===== src/rtl/des_pkg.sv =====
// Shared DES key-schedule constants: permutation tables, shift schedule and FSM state type.
package des_pkg;

  localparam int DES_ROUNDS = 16;

  typedef enum logic {
    IDLE   = 1'b0,
    ACTIVE = 1'b1
  } ks_state_t;

  // Entries are 1-indexed DES bit numbers of the source word (bit 1 = MSB).
  localparam int PC1 [56] = '{
    57, 49, 41, 33, 25, 17,  9,
     1, 58, 50, 42, 34, 26, 18,
    10,  2, 59, 51, 43, 35, 27,
    19, 11,  3, 60, 52, 44, 36,
    63, 55, 47, 39, 31, 23, 15,
     7, 62, 54, 46, 38, 30, 22,
    14,  6, 61, 53, 45, 37, 29,
    21, 13,  5, 28, 20, 12,  4
  };

  localparam int PC2 [48] = '{
    14, 17, 11, 24,  1,  5,
     3, 28, 15,  6, 21, 10,
    23, 19, 12,  4, 26,  8,
    16,  7, 27, 20, 13,  2,
    41, 52, 31, 37, 47, 55,
    30, 40, 51, 45, 33, 48,
    44, 49, 39, 56, 34, 53,
    46, 42, 50, 36, 29, 32
  };

  localparam int SHIFT_SCHED [1:16] = '{1, 1, 2, 2, 2, 2, 2, 2, 1, 2, 2, 2, 2, 2, 2, 1};

  // Rotation amount of 1-indexed round k.
  function automatic logic [1:0] shift_of(input logic [4:0] k);
    return (SHIFT_SCHED[k] == 1) ? 2'd1 : 2'd2;
  endfunction

endpackage


===== src/rtl/des_pc2.sv =====
// Combinational PC-2: selects the 48-bit round subkey from the 56-bit {C,D} register pair.
module des_pc2
  import des_pkg::*;
(
  input  logic [55:0] cd,
  output logic [47:0] subkey
);

  for (genvar j = 0; j < 48; j++) begin : g_pc2
    assign subkey[47-j] = cd[56-PC2[j]];
  end

endmodule


===== src/rtl/des_key_schedule.sv =====
// Sequential DES subkey generator: PC-1 on load, then one rotated {C,D} pair per accepted subkey.
module des_key_schedule
  import des_pkg::*;
#(
  parameter int NUM_ROUNDS = DES_ROUNDS,
  parameter int ROUND_BITS = 4
) (
  input  logic                  clk,
  input  logic                  rst,
  input  logic [63:0]           key_in,
  input  logic                  decrypt,
  input  logic                  start,
  output logic                  ready,
  output logic [47:0]           subkey,
  output logic                  subkey_valid,
  input  logic                  advance,
  output logic [ROUND_BITS-1:0] round_idx,
  output logic                  done
);

  localparam logic [ROUND_BITS-1:0] LAST_ROUND = ROUND_BITS'(NUM_ROUNDS - 1);

  ks_state_t             state;
  logic [27:0]           c_half;
  logic [27:0]           d_half;
  logic [ROUND_BITS-1:0] round_cnt;
  logic                  dir_dec;
  logic                  done_q;

  logic [55:0]           pc1_key;
  logic [1:0]            fwd_amt;
  logic [1:0]            rev_amt;

  function automatic logic [27:0] rotl28(input logic [27:0] x, input logic [1:0] n);
    return (n == 2'd2) ? {x[25:0], x[27:26]} : {x[26:0], x[27]};
  endfunction

  function automatic logic [27:0] rotr28(input logic [27:0] x, input logic [1:0] n);
    return (n == 2'd2) ? {x[1:0], x[27:2]} : {x[0], x[27:1]};
  endfunction

  for (genvar i = 0; i < 56; i++) begin : g_pc1
    assign pc1_key[55-i] = key_in[64-PC1[i]];
  end

  // Presenting K(r+1): encrypt moves on to K(r+2); decrypt undoes the shift that produced K(16-r).
  assign fwd_amt = shift_of(5'(round_cnt) + 5'd2);
  assign rev_amt = shift_of(5'd16 - 5'(round_cnt));

  always_ff @(posedge clk or posedge rst) begin
    if (rst) begin
      state     <= IDLE;
      c_half    <= '0;
      d_half    <= '0;
      round_cnt <= '0;
      dir_dec   <= 1'b0;
      done_q    <= 1'b0;
    end else begin
      done_q <= 1'b0;
      case (state)
        IDLE: begin
          if (start) begin
            dir_dec   <= decrypt;
            round_cnt <= '0;
            state     <= ACTIVE;
            // C0/D0 equal C16/D16, so decrypt starts from the unrotated halves.
            if (decrypt) begin
              c_half <= pc1_key[55:28];
              d_half <= pc1_key[27:0];
            end else begin
              c_half <= rotl28(pc1_key[55:28], 2'd1);
              d_half <= rotl28(pc1_key[27:0], 2'd1);
            end
          end
        end
        ACTIVE: begin
          if (advance) begin
            if (round_cnt == LAST_ROUND) begin
              state     <= IDLE;
              round_cnt <= '0;
              done_q    <= 1'b1;
            end else begin
              round_cnt <= round_cnt + 1'b1;
              if (dir_dec) begin
                c_half <= rotr28(c_half, rev_amt);
                d_half <= rotr28(d_half, rev_amt);
              end else begin
                c_half <= rotl28(c_half, fwd_amt);
                d_half <= rotl28(d_half, fwd_amt);
              end
            end
          end
        end
        default: state <= IDLE;
      endcase
    end
  end

  des_pc2 u_pc2 (
    .cd     ({c_half, d_half}),
    .subkey (subkey)
  );

  assign ready        = (state == IDLE);
  assign subkey_valid = (state == ACTIVE);
  assign round_idx    = round_cnt;
  assign done         = done_q;

endmodule


===== config.mk =====
export PLATFORM = sky130hd
export DESIGN_NAME = des_key_schedule
export DESIGN_NICKNAME = d
export VERILOG_FILES = /design/src/rtl/des_pkg.sv /design/src/rtl/des_pc2.sv /design/src/rtl/des_key_schedule.sv
export SDC_FILE = /design/constraint.sdc
export NUM_CORES = 1
export LEC_CHECK = 0
export BUFFER_PORTS_ARGS = -buffer_cell sky130_fd_sc_hd__clkbuf_2
export CORE_MARGIN = 2
export CORE_UTILIZATION = 35
export DETAILED_ROUTE_END_ITERATION = 12
export PLACE_DENSITY = 0.62
export SYNTH_ARGS = -nofsm -noshare
export SYNTH_HDL_FRONTEND = slang
export SYNTH_SLANG_ARGS = --single-unit
export TNS_END_PERCENT = 1

===== constraint.sdc =====
create_clock -name clk -period 2.95 [get_ports clk]
set_input_delay 0.59 -clock clk [delete_from_list [all_inputs] [get_ports clk]]
set_output_delay 0.59 -clock clk [all_outputs]
set_load 0.02 [all_outputs]

* Word level (Yosys, flattened, before mapping)
Memory sizes are Yosys's and may differ from the RTL's.
Cells that the tools add are included.
Widths: inputs -> output; s select.
** Operators by class
- Magnitude comparators :: 2
- Equality and inequality tests :: 8
- Multiplexer cells :: 33
- Reduce and logical (&&, ||, !) cells :: 3
- Add/sub/neg operators :: 3
- Bitwise operators :: 3
** Operators with widths (number)
- $mux 28 :: 14
- $mux 32 :: 4
- $pmux 28 s2 :: 2
- $eq 32x2->1 const B :: 2
- $ge 6x6->1 const B :: 2
- $mux 4 :: 3
- $not 5->6 :: 2
- $pmux 4 s2 :: 1
- $mux 1 :: 6
- $ne 2x2->1 const B :: 3
- $add 4x2->5 const B :: 1
- $sub 5x4->5 const A :: 1
- $add 4x1->4 const B :: 1
- $eq 2x2->1 const B :: 2
- $eq 4x4->1 const B :: 1
- $mux 2 :: 2
- $reduce_and 2->1 :: 2
- $reduce_and 3->1 :: 1
- $pmux 1 s2 :: 1
- $not 1->1 :: 1
** Storage, ports and cells
- Output and inout bits :: 55
- Register bits after elaboration :: 63
- Memories kept :: 2
- Memory bits (read-only) :: 2048
** Memory list
- (no name shown) :: words 32, bits a word 32, read ports 1, clocked after Yosys merged registers in 0, write ports 0, RTL line des_pkg.sv:38 : return (SHIFT_SCHED[k] == 1) ? 2'd1 : 2'd2;
- (no name shown) :: words 32, bits a word 32, read ports 1, clocked after Yosys merged registers in 0, write ports 0, RTL line des_pkg.sv:38

* Logic depth before layout (Yosys ltp)
Gate-level depths: netlist (run 1).
- Word-level depth :: 13
- Depth in mapped cells :: 9
- Depth with buffers taken out :: 7

* Modules after synthesis
Synthesis (run 1) repeated with hierarchy kept, for this count alone.
** Unflattened totals
- Cell total of the unflattened synthesis :: 526
- Area total of the unflattened synthesis :: 4931.0 µm²
** Modules (own cells, without submodules)
- des_key_schedule :: cells each 478, instances 1, area each 4570.6 µm², sequential area each 1576.5 µm²
- des_pc2 :: cells each 48, instances 1, area each 360.3 µm², sequential area each 0.0 µm²

* Worst setup path after synthesis (run 1)
OpenSTA, ideal clock, no wires.
- Path type :: register to register
- Start point :: register round_cnt[1], in the netlist round_idx[1]
- End point :: register d_half[7]
- Period minus slack after synthesis :: 2.201 ns
- Buffers on the path :: 2
- Path slack :: 0.749 ns
- Data required time :: 2.856 ns
- Stages on the path, launching flop included :: 10
- Arrival time :: 2.107 ns
- Path through :: dfrtp_1 inv_1 ha_1 nor3b_1 a2111oi_2 a211oi_2 buf_6 buf_8 mux2i_1 a221oi_2
** Between the ends
- Word-level cells in the longest chain between the ends :: 13
** RTL lines
- from (decl) :: RTL line des_key_schedule.sv:26 : logic [ROUND_BITS-1:0] round_cnt;
- from (signal assigned) :: RTL line des_key_schedule.sv:83 : round_cnt <= round_cnt + 1'b1;
- $sub 5x4->5 / $add 4x2->5 (equally long branches) :: RTL line des_key_schedule.sv:48, des_key_schedule.sv:47
- $not 5->6 (implied by the code) :: RTL line des_pkg.sv:38
- $mem_v2 32x32
- $mux 32 (implied by the code) (2 in series) :: RTL line des_pkg.sv:38
- $eq 32x2->1 :: RTL line des_pkg.sv:38
- $mux 2 :: RTL line des_pkg.sv:38
- $eq 2x2->1 (on tied branches) :: RTL line des_key_schedule.sv:39, des_key_schedule.sv:35
- $mux 28 (on tied branches) :: RTL line des_key_schedule.sv:39, des_key_schedule.sv:35
- $mux 28 :: RTL line des_key_schedule.sv:84 : if (dir_dec) begin
- $mux 28 :: RTL line des_key_schedule.sv:78 : if (round_cnt == LAST_ROUND) begin
- $mux 28 :: RTL line des_key_schedule.sv:77 : if (advance) begin
- $pmux 28 s2 :: RTL line des_key_schedule.sv:60 : case (state)
- to (signal assigned) :: RTL line des_key_schedule.sv:69 : d_half <= pc1_key[27:0];
- to (signal assigned) :: RTL line des_key_schedule.sv:86 : d_half <= rotr28(d_half, rev_amt);
- to (signal assigned) :: RTL line des_key_schedule.sv:89 : d_half <= rotl28(d_half, fwd_amt);
- to (decl) :: RTL line des_key_schedule.sv:25 : logic [27:0] d_half;
Parallel ways exist; a longest one is shown, timed or not. The select of a mux whose other input is x is not followed.
A chain may end at the register's enable or synchronous reset.

* Final worst setup path (run 1)
- Start point :: register round_cnt[2], in the netlist round_idx[2]
- End point :: register c_half[11]
** Between the ends
- Word-level cells in the longest chain between the ends :: 13
** RTL lines
- $sub 5x4->5 / $add 4x2->5 (equally long branches) :: RTL line des_key_schedule.sv:48, des_key_schedule.sv:47
- $not 5->6 (implied by the code) :: RTL line des_pkg.sv:38
- $mem_v2 32x32
- $mux 32 (implied by the code) (2 in series) :: RTL line des_pkg.sv:38
- $eq 32x2->1 :: RTL line des_pkg.sv:38
- $mux 2 :: RTL line des_pkg.sv:38
- $eq 2x2->1 (on tied branches) :: RTL line des_key_schedule.sv:39, des_key_schedule.sv:35
- $mux 28 (on tied branches) :: RTL line des_key_schedule.sv:39, des_key_schedule.sv:35
- $mux 28 :: RTL line des_key_schedule.sv:84
- $mux 28 :: RTL line des_key_schedule.sv:78
- $mux 28 :: RTL line des_key_schedule.sv:77
- $pmux 28 s2 :: RTL line des_key_schedule.sv:60
- to (signal assigned) :: RTL line des_key_schedule.sv:68 : c_half <= pc1_key[55:28];
- to (signal assigned) :: RTL line des_key_schedule.sv:85 : c_half <= rotr28(c_half, rev_amt);
- to (signal assigned) :: RTL line des_key_schedule.sv:88 : c_half <= rotl28(c_half, fwd_amt);
- to (decl) :: RTL line des_key_schedule.sv:24 : logic [27:0] c_half;
Parallel ways exist; a longest one is shown, timed or not. The select of a mux whose other input is x is not followed.

==> results.txt, run 1 <==
The number of nets in the layout is 764, and the number of cells on the worst reg-to-reg path is 8. For this run, the total global-route usage over all layers was measured as 16.3%. Net switching is 47.5% of the power. The number of global-route vias before repair is 4752.

By area the synthesized netlist is led by sky130_fd_sc_hd__mux2i_1, sky130_fd_sc_hd__dfrtp_1, sky130_fd_sc_hd__a221oi_2. The clock arrives with 6.19 ps of skew. The synthesized design devotes to its leading area cell type 28.2% of total area. The summed area of non-filler cells in the final layout was 6680 sq um. For this design the top-level I/O count stands at 124.

Per report_power, the combinational group accounts for 66.6% of the total. The H-tree generated during clock tree synthesis spans 3 levels. The detail-routed via count per cell works out to 5.20. For this configuration, the core starts out at a cell density of 35.4%. The vertical die dimension is 135 microns, and the number of buffers created by CTS is 9. The power density over the cells came out at 1280 nW/um^2. The repair_antennas step left the layout with diodes totalling 0. In this run the tightest slew margin relative to its limit is 58.3%. The routed design could run at a clock period as short as 2360 ps. Synthesis produced 662 cells. The tool flagged a number of max-cap violations equal to 0. The die is 135 microns wide. During synthesis, Yosys emitted a total of 0 warnings.

The core area was 17100 sq um; the highest fanout seen on the critical path was 56. The cell accounting for the most synthesized area is sky130_fd_sc_hd__mux2i_1. Average wire per cell in the routed design: 15.8 microns. The tools report the detailed-router iteration count before antenna repair as 6. Detailed placement ended at an HPWL of 9.84 mm. Counting every sink on the clock net gives 63. The fraction of layout instances using a drive strength above 1 was 26.8%; the final count of pins violating max slew was 0. In this run, synthesis inferred 0 flip-flops with an integrated enable. The logs give 919 for the number of non-filler instances in the completed layout and 4779 for the number of vias after detailed routing.

The run gives 0 as the total grt overflow. The XOR/XNOR share of the synthesized area is 0.290%, and the clock share of power is 11.5%. The logs give 2600 ps for the data arrival at the endpoint of the critical path and 1768 for the layout filler cell count.

Among all cell types in the netlist, the one instantiated most often is sky130_fd_sc_hd__mux2i_1. The tools report the startpoint type of the worst setup path as a register. Once detail routing completed, the nets flagged for antenna violations numbered 0.

The first global-routing pass estimated 23.9 mm of wire. At the pin with the least slew margin, the transition time is 624 ps. In this run the cell area of the synthesized design comes to 6040 sq um. The routability congestion estimate from global placement came out at 0.827.

Synthesis produced a netlist with a net count of 736. The worst vdd rail ir drop is 687 uV, and the area of the die is 18300 sq um. The total placed cells including tap cells was 904; the sequential area share after synthesis was 26.1%. The placed instances occupy a cell area of 6420 sq um. The netlist uses 32 different library cells. Number of antenna violations at the first check in global routing: 1. The later pin in the worst-skew pair is clocked with a latency of 340 ps. The post-synthesis area per instance is 9.12 sq um, and the number of setup violations in the final report is 0. The area added between synthesis and finish is 10.6%, and the count of state elements after synthesis is 63. The endpoint required time on the critical path came out at 3190 ps. Row generation in the floorplan step produced 48 rows. Number of buffers inserted by port buffering: 115.

Ranked by instance count, the synthesized netlist is headed by sky130_fd_sc_hd__mux2i_1, sky130_fd_sc_hd__nand2_1, sky130_fd_sc_hd__dfrtp_1. The clock passes through at most 2 buffers. The synthesized netlist devotes 18.8% of its cell area to simple gates.

The number of post-CTS setup repair buffers was 0. In this run, the number of DRC markers left after iteration 0 of detailed routing was 282. For the final routed database, the setup TNS stands at 0 ps.

Internal power comes to 4.48 mW. Summed over all layers, the routed wires come to 14.5 mm. The fraction of synthesized area in multiplexers was 28.5%. Among all flip-flop cells after synthesis, the most frequent one is sky130_fd_sc_hd__dfrtp_1. The flow ran to the end, and the final reports show no timing, DRC or antenna violations. Setup slack on the worst reg-to-reg path comes out at 590 ps. After clock tree synthesis, the clock-pin slew on the worst setup and hold paths is 50 ps.

The synthesized netlist devotes 13.7% of its cell area to compound gates. Registers are responsible for 21.9% of the overall power. Based on the critical path, the design can be clocked at up to 423 MHz. The share of flip-flops with an asynchronous set or reset is 100%. In this run the power spent charging and discharging nets is 4.06 mW. The endpoint type of the worst setup path is a register.

TritonCTS built the clock tree. The worst path uses 80.2% of the clock period. Buffers inserted to repair hold after CTS numbered 0. In this run the worst hold path is classified as in -> async. Leakage power: 3.02 nW. Setup repair after global routing left no endpoint under its margin. Entering global routing, the biggest net connects 113 pins. The buffer type at the clock tree root was sky130_fd_sc_hd__clkbuf_16. The final hold violation count is 0. By area, the combinational part of the netlist is dominated by multiplexers.

The worst setup path category was reg -> reg. The post-CTS resize count is 0. Summing the areas of all fa, ha and maj instances in the mapped netlist gives 1.04% of the synthesized area.

Number of design rule violations left after detail routing: 0.
## sequential cells by signal, summed over array words and instances (netlist names)
| name | flops |
|---|---|
| dir_dec | 1 |
| round_idx | 4 |
| done | 1 |
| subkey_valid | 1 |
| c_half | 28 |
| d_half | 28 |
## layout by cell type, fill, tap and decap left out, types with 8 or more instances in the layout
cell type / count
sky130_fd_sc_hd__mux2i_1: 170
sky130_fd_sc_hd__nor3_1: 56
sky130_fd_sc_hd__nor2b_1: 56
sky130_fd_sc_hd__a221oi_1: 16
sky130_fd_sc_hd__buf_12: 8
sky130_fd_sc_hd__a221oi_2: 40
sky130_fd_sc_hd__clkbuf_2: 114
sky130_fd_sc_hd__nand2_1: 115
sky130_fd_sc_hd__clkbuf_16: 9
sky130_fd_sc_hd__dfrtp_1: 62
## stage by stage
stage	power (mW)	hold slack [ps]	setup WS (ps)	utilization [%]
after floorplan	7.05	594	749	-
after global routing	9.25	370	378	39.2
after global placement	7.57	617	627	37.6
after detailed placement	7.64	628	584	37.6
final	8.55	316	585	39.2
after CTS	8.66	330	565	39.2
## worst max-delay path, stage by stage, from the launching register on
cell and delay, ps:
sky130_fd_sc_hd__dfrtp_1 480, sky130_fd_sc_hd__inv_1 120, sky130_fd_sc_hd__ha_1 220, sky130_fd_sc_hd__nor3b_1 150
sky130_fd_sc_hd__a2111oi_2 470, sky130_fd_sc_hd__a211oi_4 90, sky130_fd_sc_hd__buf_12 250, sky130_fd_sc_hd__mux2i_1 180
sky130_fd_sc_hd__a221oi_1 280
## final timing paths
kind / endpoint / from
worst max-delay path: c_half[11] / round_idx[2]
worst min-delay path: c_half[11] / rst
worst max register to register: c_half[11] / round_idx[2]
worst min register to register: c_half[3] / c_half[3]
max in group asynchronous: d_half[10] / rst
min in group clk: round_idx[1] / start
## routing by layer
metal | GRT usage (%) | routed length, microns | part of all wire [%] | up-vias
met5 | 0 | 13 | 0.090 | -
met2 | 26.2 | 6800 | 47 | 107
met4 | 6.02 | 259 | 1.8 | 2
met3 | 3.37 | 703 | 4.9 | 20
li1 | - | - | - | 2391
met1 | 21.5 | 6700 | 46 | 2259
## cell families (layout without fill, tap and decap cells)
family / count (synthesis) / in the layout
simple gates: 240 / 240
mux: 172 / 172
buf+inv: 112 / 144
compound gates: 68 / 68
fa+ha+maj: 5 / 5
xor+xnor: 2 / 2
flops: 63 / 63
## power by group through the flow
stage / combinational (mW) / clock [mW] / sequential [mW]
floorplan: 5.39 / 0 / 1.65
CTS: 5.76 / 1.02 / 1.88
global route: 6.23 / 1.06 / 1.96
detailed placement: 5.74 / 0 / 1.90
global placement: 5.68 / 0 / 1.89
finish: 5.69 / 0.986 / 1.87
## final cells by class
type / instances / area, sq um / share of cell area, %
Sequential cell: 63 / 1580 / 23.6
Clock buffer: 12 / 246 / 3.69
Timing Repair Buffer: 123 / 738 / 11.0
Multi-Input combinational cell: 487 / 3790 / 56.8
Inverter: 6 / 22.5 / 0.337
Tap cell: 225 / 282 / 4.21
Clock inverter: 3 / 20.0 / 0.300
(Power assumes the default switching activity.)
==> run 2: changes to the inputs <==
Settings changed: ABC_AREA set to 1, PLACE_DENSITY 0.62 to 0.63.
Clock period 2.95 ns to 2 ns, I/O delays scaled along.
==> results.txt, run 2 <==
By area, the combinational part of the netlist is dominated by simple AND/OR/NAND/NOR gates. The number of I/O pins was 124; the data arrival at the endpoint of the critical path was 2260 ps. Of the total synthesized cell area, the portion taken by AND, OR, NAND and NOR gates is 45.1%. The floorplan step set the die width to 146 microns. The floorplan has 51 rows. Buffer type at the clock tree root: sky130_fd_sc_hd__clkbuf_16. Setup repair after global routing could not meet its margin everywhere. TritonCTS built the clock tree. In the final routed layout, each cell accounts on average for 14.7 microns. By count the netlist is led by sky130_fd_sc_hd__nand2_1, sky130_fd_sc_hd__nand3_1, sky130_fd_sc_hd__inv_1.

The largest stage delay on the critical path is 430 ps, and the storage element area is 1580 sq um. The final reports fail on setup timing. Walking the worst path, the cells encountered are inv_2 > ha_2 > inv_1 > nand2_1 > nand2_2 > nand2_2 > nor2_2 > nor2_4 > buf_12 > clkbuf_16 > nand3_1 > nand3_1 > nand2_1 > nand2_1 > nand2_1. The first detailed-routing pass ran for 5 iterations.

In this run the worst path has a maximum fanout of 11. For the layout filler cell count, the log shows 2135. The peak clock frequency supported by timing was 493 MHz; the number of buffers inserted by port buffering was 115. The XOR/XNOR share of the synthesized area came out at 0.125%. The worst slew margin relative to its limit was 69.2%; the final wirelength was 22.9 mm. The share of flip-flops with an asynchronous set or reset was 100%; the number of antenna cells inserted was 0. Synthesis produced a netlist whose cell count is 1254.

The logs give 13.7 mm for the placed wire-length estimate after detailed placement and 76.2% for the relative contribution of combinational cells to total power. Final hold violation count: 0. The tools report the area taken by multi-input logic gates as 3940 sq um.

Sequential area share after synthesis: 22.4%. The clock period minus worst slack works out to 2030 ps. The most common cell after layout, fill and taps aside is sky130_fd_sc_hd__nand2_1. For the number of global-route vias before repair, the log shows 7168. The number of maximum-capacitance constraint violations is 0. For the number of warnings printed during yosys synthesis, the log shows 0. Together, buffers and inverters on the worst path number 4. The switching part of the total is 54.1%. The worst hold-check slack is 300 ps, and the number of distinct library cells after synthesis is 20. Worst slack at placement: -17.1 ps.

The H-tree was split into 3 levels. For this design the ratio of total power to cell area is 2000 nW/um^2. The slowest stage of the critical path belongs to the cell sky130_fd_sc_hd__dfrtp_1.

sky130_fd_sc_hd__nand2_1 is the most common cell in the netlist. The dominant synthesized flop cell was sky130_fd_sc_hd__dfrtp_1. Summed over all instances, the cell type with the most area after synthesis is sky130_fd_sc_hd__dfrtp_1. The worst clock skew is 3.49 ps, and the count of nets left with antenna violations after detail routing is 0.

The number of design rule violations left after detail routing is 0. For the worst-skew pair, the clock arrives at the later sink with an insertion delay of 340 ps. The synthesized design contains 0 enable-type register cells.

After the last flow step, the layout net total stands at 1359. The clock network burns 9.3% of the power. Once the floorplan was initialized, standard cells occupied 35.9% of the core. The first routing iteration left 674 violations. Area added between synthesis and finish: 16.7%. The number of clock buffers added by TritonCTS is 9. The global-route wire length before repair came out at 35.7 mm. The core area was 19600 sq um.

The synthesized netlist occupies a cell area of 7030 sq um. The worst setup path category is reg -> reg. Among cell families on the critical path, the largest total delay comes from simple AND/OR/NAND/NOR gates. The number of vias after detailed routing is 7886. The total grt overflow was 0; the setup total negative slack was -28.5 ps. Yosys attributes the largest share of cell area to sky130_fd_sc_hd__dfrtp_1, sky130_fd_sc_hd__nand2_1, sky130_fd_sc_hd__nand3_1. Fraction of post-synthesis cell area in the top cell type by area: 22.4%. The fraction of synthesized area in multiplexers came out at 0%. No sink is reached through more buffers than the 2 on the longest clock path. Global routing used 20.1% of the available tracks across all layers. In the layout the commonest cells are sky130_fd_sc_hd__nand2_1, sky130_fd_sc_hd__nand3_1, sky130_fd_sc_hd__inv_1. Synthesis produced a netlist with a net count of 1328. The tightest min-delay check is of the in -> reg type. Of the cells placed in the final design, the portion with a size suffix greater than 1 is 16.9%.

The overall power consumption is 16.4 mW, and the worst vdd rail ir drop is 1000 uV. Endpoint type of the worst setup path: a register. Data on the critical path is required at its endpoint by 2230 ps.

The minimum setup slack in the final design was -28.5 ps. Adder-cell share of the synthesized area: 0.890%. The cell repeated most along the worst path was sky130_fd_sc_hd__nand2_1.

The run gives 21200 sq um as the area of the die. Measured along the y axis, the die boundary spans 146 microns. The internal power of the cells totals 7.55 mW. The number of antenna violations at the first check in global routing is 1, and the count of state elements after synthesis is 63. STA classifies the critical path startpoint as a register. The final critical-path share of the clock period is 101%.

The post-synthesis compound-gate area fraction works out to 7.87%. The post-synthesis area per instance came out at 5.61 sq um. The net load switching power came out at 8.89 mW.

For the part of the power in registers, the log shows 14.5%. After detailed routing, the number of vias per cell comes to 5.07. Clock-pin slew was measured on the worst setup and hold paths at 50 ps.

In this run the static leakage power is 4.95 nW. At the pin with the least slew margin, the transition time is 462 ps. The tools report the pin count of the biggest net entering global routing as 109. For this run, the share of the core covered by cells in the final layout is 41.9%. The number of setup violations in the final report came out at 1. The flow ran to the end, but the final reports show violations.

The congestion estimate from routability-driven global placement came to 0.838. The final count of pins violating max slew was 0; the clock sink count was 63.
run 2: cell families (layout without fill, tap and decap cells):
family / Yosys count / after routing
XOR/XNOR: 1 / 1
adder cells (fa/ha/maj): 5 / 5
AO/OA/AOI/OAI: 110 / 110
AND/OR/NAND/NOR: 722 / 722
flip-flops: 63 / 63
buffers and inverters: 353 / 388
run 2: worst paths after layout:
check,from,endpoint,slack (ps),cells after the start
setup / recovery,round_idx[1],d_half[27],-30,15
hold / removal,start,subkey_valid,300,3
setup reg to reg,round_idx[1],d_half[27],-30,15
hold reg to reg,d_half[21],d_half[21],480,2
max in group asynchronous,rst,d_half[8],970,4
min in group asynchronous,rst,c_half[5],530,3
run 2: timing repair:
item,in CTS,in global routing
hold buffers,1,0
hold endpoints to repair,9,0
gates cloned,0,9
buffers inserted,2,5
gates resized for setup,0,37
setup endpoints to repair,46,56
pin swaps,0,10
run 2: power groups by stage:
| stage | Clock, mW | Sequential (mW) | Combinational [mW] |
|---|---|---|---|
| after floorplan | 0 | 2.30 | 9.17 |
| after global routing | 1.62 | 2.47 | 14.0 |
| after CTS | 1.57 | 2.37 | 11.1 |
| after global placement | 0 | 2.37 | 10.8 |
| after detailed placement | 0 | 2.40 | 11.0 |
| final | 1.53 | 2.39 | 12.5 |
run 2: worst register-to-register path: stages (launching register included):
cell                        delay, ps
sky130_fd_sc_hd__dfrtp_1          430
sky130_fd_sc_hd__inv_2            130
sky130_fd_sc_hd__ha_2             190
sky130_fd_sc_hd__inv_1             40
sky130_fd_sc_hd__nand2_1           60
sky130_fd_sc_hd__nand2_2           90
sky130_fd_sc_hd__nand2_2           70
sky130_fd_sc_hd__nor2_2            50
sky130_fd_sc_hd__nor2_4           150
sky130_fd_sc_hd__buf_12           150
sky130_fd_sc_hd__clkbuf_16        180
sky130_fd_sc_hd__nand3_1           80
sky130_fd_sc_hd__nand3_1          120
sky130_fd_sc_hd__nand2_1           90
sky130_fd_sc_hd__nand2_1           70
sky130_fd_sc_hd__nand2_1           50
run 2: final cells by class:
cell class | instances | share of cell area (%)
Clock buffer | 15 | 3.39
Multi-Input combinational cell | 838 | 48.1
Timing Repair Buffer | 164 | 15.7
Sequential cell | 63 | 19.3
Inverter | 209 | 9.57
Tap cell | 265 | 4.04
run 2: layer usage:
metal / wire, microns / global-route usage (%) / up-vias
li1: - / - / 3959
met1: 9910 / 27.0 / 3525
met2: 10700 / 32.8 / 355
met3: 1770 / 3.89 / 45
met4: 495 / 6.13 / 2
met5: 13 / 0 / -
run 2: metrics by stage:
| step | area [sq um] | instances |
|---|---|---|
| detailed placement | 7510 | 1523 |
| floorplan | 7030 | 1254 |
| finish | 8200 | 1554 |
| global route | 8200 | 1554 |
| global placement | 7510 | 1523 |
| CTS | 7810 | 1541 |
==> run 3: changes to the inputs <==
Settings changed: CORE_ASPECT_RATIO set to 1.5.
==> results.txt, run 3 (synthesized netlist as in run 2, its figures left out) <==
Worst hold-check slack: 93.0 ps. The floorplan step defined a die boundary enclosing 21300 sq um. The floorplan row count is 63, and the area added between synthesis and finish is 17.8%. The floorplan step set the die width to 120 microns.

The most common cell after layout, fill and taps aside is sky130_fd_sc_hd__nand2_1. The endpoint type of the worst setup path is a register. Across every metal layer, demand over resource in global routing totals 20.0%. The detailed-router iteration count before antenna repair was 5; the internal reg-to-reg setup slack was 20 ps.

The tightest min-delay check is of the in -> async type. For the worst setup path, the data arrival time is 2210 ps. The tools report the number of setup violations in the final report as 0.

IR analysis of the VDD net gives a maximum drop of 890 uV. The detailed router placed 7912 vias in this run. Among the stages of the critical path, the cell type that occurs most often is sky130_fd_sc_hd__nand2_1. In this design, the stage delay of the slowest critical-path cell is 450 ps.

The clock sink count is 63, and the final wirelength is 22.8 mm. Counting buffers and inverters, the worst setup path is 13 cells deep. At the later pin of the worst-skew pair, clock insertion delay measures 340 ps.

The clock-pin slew reported for the worst setup and hold paths after clock tree synthesis came out at 60 ps. Routability-driven placement finished with a final weighted congestion of 0.829. The most critical setup path has its startpoint at round_idx[2]. The signal on the critical path passes through inv_2 > ha_4 > nor2_4 > nand3_4 > nand3_4 > buf_6 > nand2_1 > nand3_1 > nand2_1 > inv_1 > nand2_1 > nand2_1 > nand2_1.

Counting cells, the worst reg-to-reg path comes to 13. The tools report the startpoint of the worst register-to-register path as round_idx[2]. The design draws 16.6 mW.

Input and output buffers added on the ports amount to 115. The worst clock skew was 12.9 ps; the number of design rule violations left after detail routing was 0. The buffer type at the clock tree root was sky130_fd_sc_hd__clkbuf_16.

124 I/O pins were placed. The final critical-path share of the clock period is 98.9%. Worst setup path category: reg -> reg. STA classifies the critical path startpoint as a register. Using the TritonRoute via totals, the vias-per-cell ratio works out to 5.10. The tools report the post-placement cell area as 7580 sq um.

The total overflow left after global routing is 0. For the final hold violation count, the log shows 0. The worst register-to-register path ends at d_half[13]. The top cell types in the final layout, fill and taps aside, are sky130_fd_sc_hd__nand2_1, sky130_fd_sc_hd__nand3_1, sky130_fd_sc_hd__inv_1. From bottom edge to top edge, the die measures 178 microns. For this run, the top clock speed supported by timing is 506 MHz. The flow ran to the end, and the final reports show no timing, DRC or antenna violations. The first global-routing pass estimated 34.6 mm of wire.

The number of nets in the layout was 1361. For this configuration, the core starts out at a cell density of 35.7%. The power density over the cells was 2000 nW/um^2; the fraction of layout instances using a drive strength above 1 was 16.7%.

The average wire per cell in the routed design was 14.7 microns. The H-tree was split into 3 levels. STA puts the critical path data required time at 2230 ps. The critical path's slowest cell was sky130_fd_sc_hd__dfrtp_2.

The highest fanout seen on the critical path is 7, and the placed wire-length estimate after detailed placement is 14.1 mm. The worst-case clock buffer depth came out at 2. Family of cells with the greatest summed delay on the critical path: simple AND/OR/NAND/NOR gates. The number of buffers created by CTS was 9; the number of antenna violations at the first check in global routing was 0. The tools report the summed area of non-filler cells in the final layout as 8280 sq um.

Including well taps, the total number of placed cells is 1518. The hold buffer count at cts came out at 0. TritonCTS built the clock tree. 0 antenna diodes ended up in the layout. In this run the worst setup path terminates at d_half[13].

The logs give 54.0% for the worst slew margin relative to its limit and 1551 for the number of non-filler instances in the completed layout. The leakage power was 4.99 nW. Setup repair after global routing could not meet its margin everywhere.

The tool flagged a number of max-cap violations equal to 0. The DRC marker count from the first detailed-route iteration was 715; the count of nets left with antenna violations after detail routing was 0. Critical path buffer and inverter count: 3.

The core area was 19700 sq um; the pin count of the biggest net entering global routing was 109. The final count of pins violating max slew was 0; the number of global-route vias before repair was 7064. For the pin with the worst max-slew slack, the measured transition is 691 ps. The routed design could run at a clock period as short as 1980 ps.
## run 3: cell count changes in the layout (fill, tap and decap cells not counted), moves of 3 or more
| cell | previous run | this run |
|---|---|---|
| sky130_fd_sc_hd__nand3_1 | 222 | 229 |
| sky130_fd_sc_hd__nand2_1 | 410 | 414 |
| sky130_fd_sc_hd__nand2_2 | 8 | 3 |
| sky130_fd_sc_hd__buf_12 | 17 | 21 |
| sky130_fd_sc_hd__buf_6 | 6 | 3 |
| sky130_fd_sc_hd__nand3_2 | 13 | 5 |
## run 3: worst min path at each step
| stage | startpoint | to | slack (ps) | cells after the start |
|---|---|---|---|---|
| 6_report | rst | c_half[4] | 90 | 3 |
| 5_1_grt | rst | c_half[4] | 110 | 3 |
| 4_1_cts | rst | c_half[4] | 100 | 3 |
| 3_5_place_dp | rst | c_half[2] | 460 | 3 |
| 3_3_place_gp | rst | c_half[2] | 450 | 3 |
| 2_1_floorplan | d_half[13] | d_half[13] | 450 | 2 |
## run 3: where the power goes
group	internal, mW	switching [mW]	leakage (nW)
Combinational	4.81	7.62	4.05
Sequential	1.90	0.490	0.780
Clock	1.15	0.616	0.155
## run 3: repair_timing
item | in CTS | in global routing
gates cloned | 0 | 8
setup endpoints to repair | 6 | 56
resized for setup | 1 | 28
buffers inserted | 0 | 10
pin swaps | 0 | 20
## run 3: through the flow
| step | utilization, % | setup slack [ps] | TNS [ps] |
|---|---|---|---|
| final | 42.0 | 22.0 | 0 |
| after global routing | 42.0 | -41.8 | -1190 |
| after CTS | 40.1 | 16.6 | 0 |
| after detailed placement | 38.5 | 7.88 | 0 |
| after global placement | 38.5 | 37.8 | 0 |
| after floorplan | - | 30.3 | 0 |
## run 3: area by class of cell
| class | instances | area, sq um |
|---|---|---|
| clock inverter | 3 | 67.6 |
| tap | 260 | 325 |
| multi-input combinational | 838 | 3930 |
| fill | 2170 | 11400 |
| clock buffer | 12 | 256 |
| timing repair buffer | 166 | 1340 |
| sequential | 63 | 1580 |
| inverter | 209 | 785 |
## run 3: worst reg2reg max path: cells and delay by family (launching register included)
family	cells	cell delay, ps
simple gates	9	850
fa+ha+maj	1	220
flops	1	450
buf+inv	3	370
## run 3: metal layers
layer | part of all wire, % | routed length, microns | up-vias | global-route usage [%]
li1 | - | - | 3962 | -
met5 | 0 | 0 | - | 0
met4 | 2.9 | 658 | 0 | 6.72
met1 | 39 | 8920 | 3605 | 23.0
met2 | 53 | 12000 | 302 | 38.0
met3 | 5.5 | 1260 | 43 | 2.38
